### config.mk
export PLATFORM = sky130hd
export DESIGN_NAME = niosii_sysinfo
export DESIGN_NICKNAME = d
export VERILOG_FILES = /design/src/rtl/niosii_sysinfo.sv
export SDC_FILE = /design/constraint.sdc
export NUM_CORES = 1
export LEC_CHECK = 0
export BUFFER_PORTS_ARGS = -buffer_cell sky130_fd_sc_hd__buf_2
export CORE_MARGIN = 5
export CORE_UTILIZATION = 60
export DETAILED_ROUTE_END_ITERATION = 10
export GPL_TIMING_DRIVEN = 0
export PLACE_DENSITY = 0.78
export RECOVER_POWER = 25
export SLEW_MARGIN = 20
export SYNTH_ARGS = -nofsm -noshare
export SYNTH_HDL_FRONTEND = slang
export SYNTH_SLANG_ARGS = --single-unit
export TNS_END_PERCENT = 10
### constraint.sdc
create_clock -name clock -period 2.7 [get_ports clock]
set_input_delay 0.54 -clock clock [delete_from_list [all_inputs] [get_ports clock]]
set_output_delay 0.54 -clock clock [all_outputs]
set_load 0.01 [all_outputs]
### src/rtl/niosii_sysinfo.sv
// niosii_sysinfo: Avalon-MM system-information slave for the Nios II data master.
// It returns a constant system ID and build timestamp. It also exposes live uptime
// state: a free-running cycle counter, a seconds counter, a scratch register and
// a control register (CLEAR / FREEZE). The read path is registered, with a fixed
// read latency of 1.
//
// Ports:
//   clock          system clock, rising edge
//   reset_n        synchronous active-low reset
//   address[2:0]   word address
//   read, write    single-cycle access strobes
//   writedata[31:0]
//   readdata[31:0] registered read data, holds between reads
//   readdatavalid  one cycle after each accepted read
//
// Register map:
//   0 SYSTEM_ID       1 TIMESTAMP       2 cycle[31:0] (snapshots high half)
//   3 hi_snap         4 seconds         5 scratch (RW)
//   6 control (RW)    7 CLOCK_HZ
module niosii_sysinfo #(
  parameter logic [31:0] SYSTEM_ID   = 32'h0000_0000,
  parameter logic [31:0] TIMESTAMP   = 32'h0000_0000,
  parameter int unsigned CLOCK_HZ    = 50000000,
  parameter int unsigned CYCLE_WIDTH = 64
) (
  input  logic        clock,
  input  logic        reset_n,
  input  logic [2:0]  address,
  input  logic        read,
  input  logic        write,
  input  logic [31:0] writedata,
  output logic [31:0] readdata,
  output logic        readdatavalid
);

  typedef enum logic [2:0] {
    REG_ID      = 3'd0,
    REG_STAMP   = 3'd1,
    REG_CYC_LO  = 3'd2,
    REG_CYC_HI  = 3'd3,
    REG_SECONDS = 3'd4,
    REG_SCRATCH = 3'd5,
    REG_CONTROL = 3'd6,
    REG_CLK_HZ  = 3'd7
  } reg_addr_t;

  localparam int unsigned HI_W      = CYCLE_WIDTH - 32;
  localparam logic [31:0] PRESC_MAX = 32'(CLOCK_HZ - 1);
  localparam logic [CYCLE_WIDTH-1:0] CYC_ONE = {{(CYCLE_WIDTH-1){1'b0}}, 1'b1};

  logic [CYCLE_WIDTH-1:0] cycle;
  logic [31:0]            presc;
  logic [31:0]            seconds;
  logic [HI_W-1:0]        hi_snap;
  logic [31:0]            scratch;
  logic                   freeze;

  logic                   clear;
  logic                   wr_scratch;
  logic                   wr_control;
  logic                   rd_lo;
  logic [31:0]            rd_mux;

  always_comb begin
    wr_scratch = write && (address == REG_SCRATCH);
    wr_control = write && (address == REG_CONTROL);
    clear      = wr_control && writedata[0];
    rd_lo      = read && (address == REG_CYC_LO);
  end

  // The read mux sees the current (pre-edge) state. A read on the same edge as
  // a write or an increment therefore returns the old value.
  always_comb begin
    rd_mux = '0;
    case (address)
      REG_ID:      rd_mux = SYSTEM_ID;
      REG_STAMP:   rd_mux = TIMESTAMP;
      REG_CYC_LO:  rd_mux = cycle[31:0];
      REG_CYC_HI:  rd_mux = 32'(hi_snap);
      REG_SECONDS: rd_mux = seconds;
      REG_SCRATCH: rd_mux = scratch;
      REG_CONTROL: rd_mux = {30'b0, freeze, 1'b0};
      REG_CLK_HZ:  rd_mux = 32'(CLOCK_HZ);
      default:     rd_mux = '0;
    endcase
  end

  always_ff @(posedge clock) begin
    if (!reset_n) begin
      readdata      <= '0;
      readdatavalid <= 1'b0;
      scratch       <= '0;
      freeze        <= 1'b0;
    end else begin
      readdatavalid <= read;
      if (read)       readdata <= rd_mux;
      if (wr_scratch) scratch  <= writedata;
      if (wr_control) freeze   <= writedata[1];
    end
  end

  // CLEAR takes priority over both the running increment and an address-2
  // snapshot on the same edge.
  always_ff @(posedge clock) begin
    if (!reset_n) begin
      cycle   <= '0;
      presc   <= '0;
      seconds <= '0;
      hi_snap <= '0;
    end else if (clear) begin
      cycle   <= '0;
      presc   <= '0;
      seconds <= '0;
      hi_snap <= '0;
    end else begin
      if (!freeze) begin
        cycle <= cycle + CYC_ONE;
        if (presc == PRESC_MAX) begin
          presc   <= '0;
          seconds <= seconds + 32'd1;
        end else begin
          presc <= presc + 32'd1;
        end
      end
      if (rd_lo) hi_snap <= cycle[CYCLE_WIDTH-1:32];
    end
  end

endmodule
==> run summary, run 1 <==
status = complete, no violations
first-pass GRT wire length = 45400 um
share of cells above drive strength 1 = 6.61%
Setup Viol. Count Final = 0
PwrDens = 588 nW/um2
fin worst setup slack = 0.0810 ns
mapped cell area = 10400 um2
hold_buf cts = 0
area delta synth->final = 13.7%
wire per inst = 17.7 um
yosys warns = 0
maximum number of pins on one net before global-route repair = 13
Rows = 48
mux cell area share after synthesis = 1.64%
drt first pass iters = 5
crit-path max FO = 10
Fin Hold WS = 0.278 ns
Final Skew = 0.0109 ns
Syn Inst Count = 1261
sequential area share after synthesis = 43.6%
root buf cell = clkbuf_16
Tightest Pin Transition = 1.04 ns
Die Y = 141 um
I/O pin cnt = 72
syn_area_per_cell = 8.22 um2
Place WS = -0.505 ns
hold violation count in the final report = 0
vias in the first global route = 8796
Crit. End Element = flop
crit-path leading delay family = simple AND/OR/NAND/NOR gates
crit start category = flop
GPL Wtd Cong = 0.937
min Tclk post-route = 2.62 ns
worst skew pair latency = 0.51 ns
kind of critical path = reg -> reg
Critical Path RT = 3.07 ns
Worst-path clk slew = 0.06 ns
total number of vias = 9725
number of max-cap violations = 0
asr flop ratio synth = 0%
nets = 1404
number of port buffers = 71
combinational family with the most area after synthesis = simple AND/OR/NAND/NOR gates
TritonCTS buffer count = 24
Synthesized Nets = 1303
H-tree depth = 1
Post-Synth Simple-Gate Area = 26.1%
Final Slew Violations = 0
DIE WIDTH = 141 um
dominant cell type by area after synthesis = dfxtp_1
n_diodes = 0
initial antenna violation count = 0
cell with the most instances after synthesis = dfxtp_1
Worst EP arrival = 2.99 ns
Synth top cells by count = dfxtp_1 (226), nand2_1 (191), nor2_1 (93), a21oi_1 (87), clkbuf_1 (68)
Max IR drop VDD = 0.536 mV
Fillers = 1430
Post-Synth Adder-Cell Area = 0.362%
Main synth FF type = dfxtp_1
TritonCTS clock tree = yes
Synth cell types = 48
Peak Freq = 382 MHz
Final Cycle Share = 97.0%
area of the die = 20000 um2
initial core utilization = 60.6%
Slowest Stage Delay on Critical Path = 0.59 ns
First DRT Iteration DRCs = 1110
number of flops mapped to enable cells by yosys = 0
top cell type's share of synthesized area = 43.6%
Core Area = 17100 um2
synth top area cells = dfxtp_1 (44%), nand2_1 (6.9%), a21oi_1 (4.2%)
gr ovfl total = 0
CTS Sinks = 226
All-Layer GR Usage = 27.8%
xor and xnor area share after synthesis = 5.75%
final antenna-violating net count = 0
Slowest cell on crit path = or4_1
Relative slew margins = 29.8%
Min-Delay Path Class = in -> reg
WP buf/inv = 3
number of synthesized register bits = 226
Vias per Instance = 6.07
RSZ-0062 raised after global routing = true
Compound-Gate Fraction of Synth Area = 18.0%
maximum clock insertion buffer count = 3
Worst path most repeated cell = clkbuf_2
crit-path cells = ha_1 > and3b_1 > clkbuf_2 > nand3_2 > or4_1 > clkbuf_1 > clkbuf_2 > o21ai_0 > a21oi_1
Final HPWL DP = 20600 um
DRC viols = 0
Detailed Route WL = 28400 um
P_leak = 3.90 nW
## path summary, 6_finish.rpt
check                           cells after the start  slack [ns]                       end                    start
worst min-delay path                                3        0.28   scratch[4]$_SDFFE_PN0P_             writedata[4]
worst max register to register                      9        0.08  seconds[18]$_SDFFE_PP0P_    presc[0]$_SDFFE_PP0N_
worst max-delay path                                9        0.08  seconds[18]$_SDFFE_PP0P_    presc[0]$_SDFFE_PP0N_
worst min register to register                      2        0.46   hi_snap[8]$_SDFFE_PP0P_  hi_snap[8]$_SDFFE_PP0P_
## worst register-to-register path, cell delays in order, from the launching register on
cell,delay (ns)
dfxtp_1,0.38
ha_1,0.17
and3b_1,0.16
clkbuf_2,0.17
nand3_2,0.19
or4_1,0.60
clkbuf_1,0.25
clkbuf_2,0.27
o21ai_0,0.21
a21oi_1,0.09
## power by group
| group | switching, W | leakage [nW] | internal, W | total [W] |
|---|---|---|---|---|
| clock | 0.00131 | 0.373 | 0.00192 | 0.00323 |
| sequential | 0.0000232 | 1.82 | 0.00337 | 0.00339 |
| combinational | 0.000211 | 1.71 | 0.0000935 | 0.000305 |
## cells in the final DEF, fill, tap and decap left out, drive strengths merged, types with 2 or more instances in the layout
master	netlist	final
xor2	24	24
inv	40	40
and2	27	27
nand3b	2	2
buf	10	49
nor4b	2	2
a22oi	12	12
and4	8	8
clkbuf	69	144
nor3	19	19
dfxtp	226	226
nor3b	3	3
nand2	191	191
o21ai	59	59
o21a	5	5
and3	16	16
or3	50	50
mux2i	17	17
a21oi	87	87
nand4	42	42
nand4b	4	4
nor4	22	22
nor2	93	93
nor2b	3	3
or4	12	12
a221oi	20	20
o31ai	8	8
o211a	12	12
o22ai	20	20
ha	3	3
xnor2	44	44
a21boi	32	32
or2	2	2
and3b	4	4
a22o	31	31
nand3	38	38
## cell families after synthesis
logic type | after synthesis
AO/OA/AOI/OAI | 288
flip-flops | 226
AND/OR/NAND/NOR | 540
multiplexers | 17
XOR/XNOR | 68
adder cells (fa/ha/maj) | 3
buffers and inverters | 119
## per-layer routing
layer | GRT usage [%] | vias to the layer above | part of all wire, %
li1 | - | 4680 | -
met1 | 39.6 | 4611 | 45
met2 | 43.8 | 366 | 45
met3 | 3.44 | 68 | 6.7
met4 | 9.70 | 0 | 3.8
met5 | 0 | - | 0
## through the flow
stage	area [um2]	setup TNS, ns	instances	utilization, %	total power (W)
after floorplan	10400	0	1261	-	0.00364
after global routing	11800	-0.567	1602	68.9	0.00713
final	11800	0	1602	68.9	0.00693
after CTS	11800	0	1598	68.9	0.00694
after global placement	11000	-13.41	1557	64.3	0.00376
after detailed placement	11000	-17.60	1557	64.3	0.00376
## state kept, by name, indices dropped and copies added, names as in the netlist
name           count
cycle             64
hi_snap           32
seconds           32
readdatavalid      1
readdata          32
scratch           32
presc             32
freeze             1
## layout make-up
| cell class | count | area, um2 | share of cell area [%] |
|---|---|---|---|
| Clock buffer | 39 | 728 | 6.18 |
| Buffer | 79 | 315 | 2.67 |
| Clock inverter | 2 | 35.0 | 0.297 |
| Tap cell | 225 | 282 | 2.39 |
| Sequential cell | 226 | 4520 | 38.4 |
| Inverter | 40 | 150 | 1.27 |
| Multi-Input combinational cell | 916 | 5410 | 45.9 |
| Timing Repair Buffer | 75 | 342 | 2.90 |
## what timing repair did
item                       4_1_cts  5_1_grt
pin swaps                        0        3
setup buffers                    0        4
resized for setup                3        5
setup endpoints to repair        9       33
(Power assumes the default switching activity.)
==> run 2, diff against run 1 <==
- GPL_TIMING_DRIVEN: 0 -> not set
==> run summary, run 2 (synthesis gave the netlist of run 1 again) <==
status = finished with violations
failing checks = capacitance limit, slew limit
multi-input logic area = 5400 um2 (-0.30%)
Worst EP arrival = 2.90 ns (-0.09 ns)
total number of vias = 9403 (-3.3%)
n_diodes = 0 (unchanged)
Reg area = 4520 um2 (unchanged)
most frequent cells in the layout = dfxtp_1 (226), nand2_1 (191), nor2_1 (93)
share of cells above drive strength 1 = 8.92% (+2.3 points)
final antenna-violating net count = 0 (unchanged)
P_leak = 3.92 nW (+0.47%)
DRC viols = 0 (unchanged)
I/O pin cnt = 72 (unchanged)
Seq pwr share = 48.5% (-0.4 points)
# resized after CTS = 0 (-3)
drt first pass iters = 5 (unchanged)
area of the die = 20000 um2 (unchanged)
final std cells w/o fill = 1559 (-2.7%)
All-Layer GR Usage = 25.6% (-2.2 points)
Relative slew margins = -11.9% (-42 points)
kind of critical path = reg -> reg
Tightest Pin Transition = 1.68 ns (+0.635 ns)
initial core utilization = 60.6% (unchanged)
TritonCTS clock tree = yes
maximum clock insertion buffer count = 3 (unchanged)
Final Skew = 0.00953 ns (-0.00141 ns)
setup TNS = 0 ns (unchanged)
commonest non-fill, non-tap cell in the layout = dfxtp_1
Largest register FFs = 64 (unchanged)
Final HPWL DP = 18100 um (-12%)
Tot Pwr = 0.00699 W (+0.88%)
maximum number of pins on one net before global-route repair = 74 (+61)
min Tclk post-route = 2.48 ns (-0.140 ns)
Setup Viol. Count Final = 0 (unchanged)
Critical Path RT = 3.12 ns (+0.05 ns)
worst skew pair latency = 0.51 ns (about the same)
Peak Freq = 403 MHz (+5.6%)
Post-CTS Repair Setup Buffers = 0 (unchanged)
RSZ-0062 raised after global routing = false
TritonCTS buffer count = 24 (unchanged)
Fillers = 1399 (-2.2%)
hold_buf cts = 0 (unchanged)
area delta synth->final = 13.4%
CTS Sinks = 226 (unchanged)
Pint = 0.00543 W (+0.95%)
Crit. End Element = flop
Die Y = 141 um (unchanged)
post-layout util = 68.7% (-0.18 points)
Final Slew Violations = 120 (+120)
DIE WIDTH = 141 um (unchanged)
Vias per Instance = 6.03 (-0.64%)
crit start category = flop
nets = 1360 (-3.1%)
Max IR drop VDD = 0.453 mV (-16%)
Core Area = 17100 um2 (unchanged)
GPL Wtd Cong = 0.882 (-5.9%)
crit-path max FO = 19 (+9)
Final Cycle Share = 91.8% (-5.2 points)
Min-Delay Path Class = in -> reg
hold violation count in the final report = 0 (unchanged)
Switching Share = 22.3% (-0.059 points)
first-pass GRT wire length = 43000 um (-5.2%)
combinational share of power = 4.1% (-0.3 points)
Worst-path clk slew = 0.06 ns (about the same)
root buf cell = clkbuf_16
initial antenna violation count = 0 (unchanged)
PwrDens = 595 nW/um2 (+1.1%)
wire per inst = 16.8 um (-5.1%)
H-tree depth = 1 (unchanged)
First DRT Iteration DRCs = 786 (-29%)
gr ovfl total = 0 (unchanged)
Switch Pwr = 0.00156 W (+0.61%)
vias in the first global route = 8499 (-3.4%)
number of max-cap violations = 2 (+2)
clock power share = 47.4% (+0.7 points)
number of port buffers = 71 (unchanged)
Rows = 48 (unchanged)
Reg with most FFs = cycle
Detailed Route WL = 26200 um (-7.7%)
dpl cells = 1517 (-2.6%)
Fin Hold WS = 0.279 ns (+0.00151 ns)
run 2: cell types whose count changed in the layout (fill, tap and decap cells not counted), moves of 2 or more:
cell	before	now
nor3b_2	0	2
clkinvlp_4	0	2
clkbuf_1	111	44
clkbuf_8	5	3
buf_2	40	36
buf_1	4	0
nor3b_1	3	1
and2_1	26	21
clkinv_4	0	2
buf_4	4	32
buf_12	0	2
and2_0	1	6
run 2: power groups by stage:
stage	combinational, W	sequential, W	clock [W]
global route	0.000313	0.00339	0.00349
finish	0.000286	0.00339	0.00331
global placement	0.000285	0.00346	0
CTS	0.000293	0.00339	0.00334
detailed placement	0.000288	0.00346	0
floorplan	0.000174	0.00346	0
run 2: layer usage:
layer	vias up	global-route usage, %	share of wire (%)
met3	50	3.47	6.1
met2	309	41.8	46
met4	0	6.41	2.4
met1	4445	36.1	45
met5	-	0	0
li1	4599	-	-
run 2: worst max-delay path: stages, from the launching register on:
cell and delay, ns:
dfxtp_1 0.39, ha_1 0.17, and3b_1 0.29, nand3_2 0.13, or4_1 0.81, or3_1 0.44, a21oi_1 0.15
run 2: path summary, 6_finish.rpt:
| path | cells past startpoint | end | start | slack, ns |
|---|---|---|---|---|
| hold / removal | 3 | scratch[26]$_SDFFE_PN0P_ | writedata[26] | 0.28 |
| setup reg to reg | 6 | seconds[20]$_SDFFE_PP0P_ | presc[0]$_SDFFE_PP0N_ | 0.22 |
| setup / recovery | 6 | seconds[20]$_SDFFE_PP0P_ | presc[0]$_SDFFE_PP0N_ | 0.22 |
| hold reg to reg | 2 | hi_snap[6]$_SDFFE_PP0P_ | hi_snap[6]$_SDFFE_PP0P_ | 0.46 |
run 2: layout make-up:
| cell class | instances | area share [%] |
|---|---|---|
| multi-input cells | 916 | 45.9 |
| well taps | 225 | 2.39 |
| flip-flops and latches | 226 | 38.5 |
| inverters | 40 | 1.28 |
| clock inverters | 8 | 0.873 |
| clock buffers | 34 | 5.86 |
| repair buffers | 110 | 5.21 |
run 2: stage by stage:
step	setup slack [ns]	cell area, um2
final	0.221	11800
after global routing	0.0342	11800
after CTS	0.223	11800
after detailed placement	0.260	11000
after global placement	0.350	11000
after floorplan	0.435	10400
